===== config.mk =====
export PLATFORM = sky130hd
export DESIGN_NAME = host_cmd_uart_tx
export DESIGN_NICKNAME = d
export VERILOG_FILES = /design/src/rtl/host_cmd_uart_tx.sv
export SDC_FILE = /design/constraint.sdc
export NUM_CORES = 1
export LEC_CHECK = 0
export ABC_AREA = 1
export CAP_MARGIN = 20
export CORE_MARGIN = 3
export CORE_UTILIZATION = 61
export CTS_CLUSTER_SIZE = 8
export DETAILED_ROUTE_END_ITERATION = 7
export PLACE_DENSITY = 0.87
export SYNTH_ARGS = -nofsm -noshare
export SYNTH_HDL_FRONTEND = slang
export SYNTH_SLANG_ARGS = --single-unit

===== constraint.sdc =====
create_clock -name CLK -period 3.5 [get_ports CLK]
set_input_delay 0.7 -clock CLK [delete_from_list [all_inputs] [get_ports CLK]]
set_output_delay 0.7 -clock CLK [all_outputs]
set_load 0.005 [all_outputs]

===== src/rtl/host_cmd_uart_tx.sv =====
// Host-side command serializer: expands one command into its byte sequence
// and sends each byte as a UART frame (start, 8 data LSB first, optional parity, stop).
module host_cmd_uart_tx #(
    parameter int GAP_BITS = 1,
    parameter int DIV_W    = 16
) (
    input  logic             CLK,
    input  logic             RST,
    input  logic             CMD_VALID,
    output logic             CMD_READY,
    input  logic [1:0]       CMD_TYPE,
    input  logic [3:0]       CMD_ADDR,
    input  logic [7:0]       CMD_D0,
    input  logic [7:0]       CMD_D1,
    input  logic [3:0]       CMD_FUN,
    input  logic             PAR_EN,
    input  logic             PAR_TYP,
    input  logic [DIV_W-1:0] BAUD_DIV,
    output logic             TX_LINE,
    output logic             BUSY,
    output logic             DONE
);

    localparam int GAP_CW = (GAP_BITS > 1) ? $clog2(GAP_BITS) : 1;
    localparam logic [GAP_CW-1:0] GAP_LAST = GAP_CW'((GAP_BITS > 0) ? GAP_BITS - 1 : 0);

    typedef enum logic [2:0] {IDLE, START, DATA, PARITY, STOP, GAP} state_t;

    state_t            state, state_n;
    logic [DIV_W-1:0]  bit_cnt;
    logic [DIV_W-1:0]  div_m1;
    logic [2:0]        bit_idx;
    logic [1:0]        byte_idx;
    logic [GAP_CW-1:0] gap_cnt;
    logic [7:0]        shreg;
    logic [1:0]        type_r;
    logic [3:0]        addr_r;
    logic [7:0]        d0_r;
    logic [7:0]        d1_r;
    logic [3:0]        fun_r;
    logic              par_en_r;
    logic              par_typ_r;
    logic              done_r;

    logic              tick;
    logic              accept;
    logic              last_byte;
    logic [1:0]        last_idx;
    logic [7:0]        cur_byte;

    assign tick   = (bit_cnt == div_m1);
    assign accept = (state == IDLE) && CMD_VALID;

    // Byte currently being framed, selected from the latched command fields
    always_comb begin
        cur_byte = 8'h00;
        last_idx = 2'd1;
        case (type_r)
            2'd0: begin
                last_idx = 2'd2;
                case (byte_idx)
                    2'd0:    cur_byte = 8'hAA;
                    2'd1:    cur_byte = {4'h0, addr_r};
                    default: cur_byte = d0_r;
                endcase
            end
            2'd1: cur_byte = (byte_idx == 2'd0) ? 8'hBB : {4'h0, addr_r};
            2'd2: begin
                last_idx = 2'd3;
                case (byte_idx)
                    2'd0:    cur_byte = 8'hCC;
                    2'd1:    cur_byte = d0_r;
                    2'd2:    cur_byte = d1_r;
                    default: cur_byte = {4'h0, fun_r};
                endcase
            end
            default: cur_byte = (byte_idx == 2'd0) ? 8'hDD : {4'h0, fun_r};
        endcase
    end

    assign last_byte = (byte_idx == last_idx);

    always_ff @(posedge CLK or negedge RST) begin
        if (!RST) begin
            state <= IDLE;
        end else begin
            state <= state_n;
        end
    end

    always_comb begin
        state_n = state;
        case (state)
            IDLE:    if (CMD_VALID) state_n = START;
            START:   if (tick) state_n = DATA;
            DATA:    if (tick && bit_idx == 3'd7) state_n = par_en_r ? PARITY : STOP;
            PARITY:  if (tick) state_n = STOP;
            STOP: begin
                if (tick) begin
                    if (last_byte)          state_n = IDLE;
                    else if (GAP_BITS == 0) state_n = START;
                    else                    state_n = GAP;
                end
            end
            GAP:     if (tick && gap_cnt == GAP_LAST) state_n = START;
            default: state_n = IDLE;
        endcase
    end

    always_ff @(posedge CLK or negedge RST) begin
        if (!RST) begin
            bit_cnt   <= '0;
            div_m1    <= '0;
            bit_idx   <= '0;
            byte_idx  <= '0;
            gap_cnt   <= '0;
            shreg     <= '0;
            type_r    <= '0;
            addr_r    <= '0;
            d0_r      <= '0;
            d1_r      <= '0;
            fun_r     <= '0;
            par_en_r  <= 1'b0;
            par_typ_r <= 1'b0;
            done_r    <= 1'b0;
        end else begin
            done_r <= (state == STOP) && tick && last_byte;
            if (state == IDLE) begin
                bit_cnt <= '0;
                if (accept) begin
                    div_m1    <= (BAUD_DIV == '0) ? '0 : BAUD_DIV - DIV_W'(1);
                    type_r    <= CMD_TYPE;
                    addr_r    <= CMD_ADDR;
                    d0_r      <= CMD_D0;
                    d1_r      <= CMD_D1;
                    fun_r     <= CMD_FUN;
                    par_en_r  <= PAR_EN;
                    par_typ_r <= PAR_TYP;
                    byte_idx  <= '0;
                    bit_idx   <= '0;
                    gap_cnt   <= '0;
                end
            end else begin
                bit_cnt <= tick ? '0 : bit_cnt + DIV_W'(1);
                if (tick) begin
                    case (state)
                        START: begin
                            shreg   <= cur_byte;
                            bit_idx <= '0;
                        end
                        DATA: begin
                            shreg   <= {1'b0, shreg[7:1]};
                            bit_idx <= bit_idx + 3'd1;
                        end
                        STOP: begin
                            if (!last_byte) begin
                                byte_idx <= byte_idx + 2'd1;
                                gap_cnt  <= '0;
                            end
                        end
                        GAP:     gap_cnt <= gap_cnt + GAP_CW'(1);
                        default: ;
                    endcase
                end
            end
        end
    end

    // Outputs decode only registered state, so they change exactly on clock edges
    always_comb begin
        TX_LINE = 1'b1;
        case (state)
            START:   TX_LINE = 1'b0;
            DATA:    TX_LINE = shreg[0];
            PARITY:  TX_LINE = (^cur_byte) ^ par_typ_r;
            default: TX_LINE = 1'b1;
        endcase
    end

    assign CMD_READY = (state == IDLE);
    assign BUSY      = (state != IDLE);
    assign DONE      = done_r;

endmodule


==> summary.md <==
| Metric | Value |
|---|---|
| Critical path's slowest cell | `sky130_fd_sc_hd__dfrtp_2` |
| Max stage delay on crit path | `0.49 ns` |
| Max frequency | `0.315 GHz` |
| Nets in the synthesized netlist | `706` |
| Number of global-route vias before repair | `4,340` |
| Area growth from synthesis to layout | `18.8%` |
| Post-Route WL | `roughly 12,000 um` |
| Initial antenna violation count | `0` |
| Final Cell Area | `5580 um2` |
| Leading cell types in the layout, fill and taps excluded | `246 x sky130_fd_sc_hd__nand2_1, 74 x sky130_fd_sc_hd__dfrtp_1, 55 x sky130_fd_sc_hd__inv_1, 49 x sky130_fd_sc_hd__nand3_1, 48 x sky130_fd_sc_hd__clkdlybuf4s50_1` |
| Cell area after synthesis | `4690 um2` |
| All-layer global routing usage | `0.278` |
| Clock sink count | `78` |
| Total setup violations reported at the end of the flow | `0` |
| Final Hold Fails | `0` |
| Reg-to-reg critical path endpoint | `state[2]` |
| GRT Residual Overflow | `0` |
| Cell type with the highest aggregate area in the netlist | `sky130_fd_sc_hd__dfrtp_1` |
| TritonCTS Buffers | `9` |
| Setup slack of the worst register-to-register path | `1.44 ns` |
| Clock latency on the worst-skew pair | `0.36 ns` |
| Reg2reg path depth | `11` |
| Cells after Synth | `651` |
| Top cell type's share of synthesized area | `0.416` |
| Sum of net half-perimeters after detailed placement | `8270 um` |
| DP Area | `5240 um2` |
| Worst supply voltage drop on vdd | `a little under 0.6 mV` |
| Hold path start | `shreg[1]` |
| Highest fanout seen on the critical path | `6` |
| Count of nets after finishing | `758` |
| Setup TNS | `0 ns` |
| Max-slew violation total from the final report | `0` |
| Buf/Inv on CP | `2` |
| Largest delay share family, worst path | `simple AND/OR/NAND/NOR gates` |
| Endpoint class of the critical path | `primary output` |
| Leak Pwr | `2.70 nW` |
| Tightest slew margin relative to the limit | `0.366` |
| Most common library cell in the layout ignoring fill and taps | `sky130_fd_sc_hd__nand2_1` |
| CP cell instances | `inv_4, ha_4, nor2_1, nand3_1, nand3_1, nand2_1, nand2_1, nand3_1, nand2_1, nand2_1, nand2_1, nand2_1, nand3_1, nand2_1, dlymetal6s2s_1` |
| IO buf count | `50` |
| Die footprint | `8780 um2` |
| Warning count from the yosys run | `0` |
| Startpoint kind of the worst setup timing path | `flop` |
| Final cycle utilization of the critical path | `0.906` |
| Actual slew at the worst max-slew pin | `roughly 0.95 ns` |
| Cell repeated most along the worst path | `sky130_fd_sc_hd__nand2_1` |
| Worst clock skew | `0.0137 ns` |
| Req. time, crit path | `2.80 ns` |
| Reg clk slew, reported paths | `0.08 ns` |
| Via total after detailed routing | `4,560` |
| Largest net degree at the start of global routing | `79` |
| Maximum count of clock buffers along a single path | `2` |
| Classification of the worst-slack hold path | `reg2reg` |
| Total power density per cell area | `794 nW/um2` |
| Final weighted congestion in routability-driven placement | `1.06` |
| Count of distinct cell types in the synthesized netlist | `39` |
| Setup repair after global routing missed its margin | `no` |
| Maxcap violations | `0` |
| Clock tree root driver cell | `sky130_fd_sc_hd__clkbuf_8` |
| Post-layout power | `around 0.0044 W` |
| Detailed Route Iter0 Violations | `about 340` |
| Status | `finished clean` |
| Cell types occupying the most area after synthesis | `sky130_fd_sc_hd__dfrtp_1 42%, sky130_fd_sc_hd__nand2_1 20%, sky130_fd_sc_hd__nand3_1 5.2%, sky130_fd_sc_hd__inv_1 4.8%, sky130_fd_sc_hd__nor2_1 4.2%` |
| Hold path cells | `2` |
| Kind of critical path | `reg2out` |
| Row cnt | `31` |
| Logic depth of the worst setup path including buffers | `15` |
| DRC Markers | `0` |
| Number of diodes | `0` |
| CTS tree | `yes` |
| Number of H-tree branching levels | `3` |
| Endpoint of the worst hold path | `shreg[1]` |
| Die width | `93.7 um` |
| Routed via count divided by cell count | `5.65` |
| Count of state elements after synthesis | `78` |
| Length of the first detailed-routing pass in iterations | `5` |
| Die height | `93.7 um` |
| Syn avg cell area | `about 7.2 um2` |
| Wire length of the first global-routing pass | `between 15,000 and 20,000 um` |
| WHS | `0.472 ns` |
| Share of layout cells above drive strength 1 | `0.103` |
| Sequential cell area fraction in the yosys report | `0.416` |
| DR WL/cell | `between 10 and 15 um` |
| Clock period minus final worst setup slack | `3.17 ns` |
| Initial core utilization | `0.637` |
| ANT nets after route | `0` |
| Crit Reg-Reg Startpoint | `state[0]` |
| Arrival time worst endpoint | `approximately 2.5 ns` |
| Core Region | `7370 um2` |
| I/O Pins | `51` |
| Cts-stage hold buffer count | `0` |
## report_power, final
group	leakage (nW)	switching [W]	internal, W
Sequential	1.00	0.000288	0.00120
Clock	0.103	0.000345	0.000371
Combinational	1.59	0.00143	0.000794
## tightest hold or removal path, cell delays in order (launching register included)
cell,delay [ns]
sky130_fd_sc_hd__dfrtp_1,0.35
sky130_fd_sc_hd__nand2_1,0.05
sky130_fd_sc_hd__nand2_1,0.05
## cells in the mapped netlist, drive strengths merged
cell type / n
xnor2: 13
o22ai: 9
nand4: 14
or2: 1
nand3: 50
mux2i: 1
inv: 68
nor4: 5
nor3: 14
dfrtp: 78
nand3b: 1
a21oi: 10
buf: 13
a211oi: 1
o21ai: 35
o221ai: 1
xor2: 8
clkbuf: 4
a22o: 1
nor2: 59
nand2: 249
and3: 1
a41oi: 2
nor3b: 5
ha: 8
## worst max path at each step
stage,startpoint,end,slack (ns)
6_report,byte_idx[0],TX_LINE,0.33
3_5_place_dp,byte_idx[1],TX_LINE,0.16
2_1_floorplan,byte_idx[1],TX_LINE,1.08
4_1_cts,byte_idx[1],TX_LINE,0.01
5_1_grt,byte_idx[1],TX_LINE,0.15
3_3_place_gp,byte_idx[1],TX_LINE,0.33
## cell families after synthesis
| group | synth area share |
|---|---|
| AOI/OAI and AO/OA | 0.0725 |
| xor gates and xnor gates | 0.0392 |
| adders and majority gates | 0.0213 |
| buffers and inverters | 0.0752 |
| DFF | 0.416 |
| muxes | 0.00213 |
| and+or+nand+nor | 0.374 |
## state kept, by name, indices dropped and copies added (netlist names)
name	cells
fun_r	4
gap_cnt	1
type_r	2
byte_idx	2
bit_idx	3
d0_r	8
addr_r	4
div_m1	16
DONE	1
shreg	8
d1_r	8
bit_cnt	16
state	3
par_en_r	1
par_typ_r	1
## through the flow
stage,instances,setup slack (ns),util
floorplan,651,1.08,-
global placement,786,0.335,0.711
detailed placement,786,0.164,0.711
CTS,802,0.00979,0.744
global route,807,0.153,0.757
finish,807,0.329,0.757
## layer usage
metal | track usage | vias up | part of all wire
met2 | 0.487 | 230 | 0.50
li1 | - | 2188 | -
met3 | 0.0553 | 57 | 0.078
met4 | 0.108 | 0 | 0.035
met1 | 0.337 | 2085 | 0.39
met5 | 0 | - | 0
## layout make-up
type                    instances  area [um2]
repair buffers                 58         561
inverters                      68         264
fillers                       542        1790
clock inverters                 4        55.1
flip-flops and latches         78        1960
multi-input cells             488        2460
clock buffers                  12         155
well taps                      99         124
## repair_timing
action | in CTS | in global routing
setup buffers | 0 | 5
setup endpoints to repair | 1 | 1
pin swaps | 0 | 4
resized for setup | 9 | 19
(Power assumes the default switching activity.)
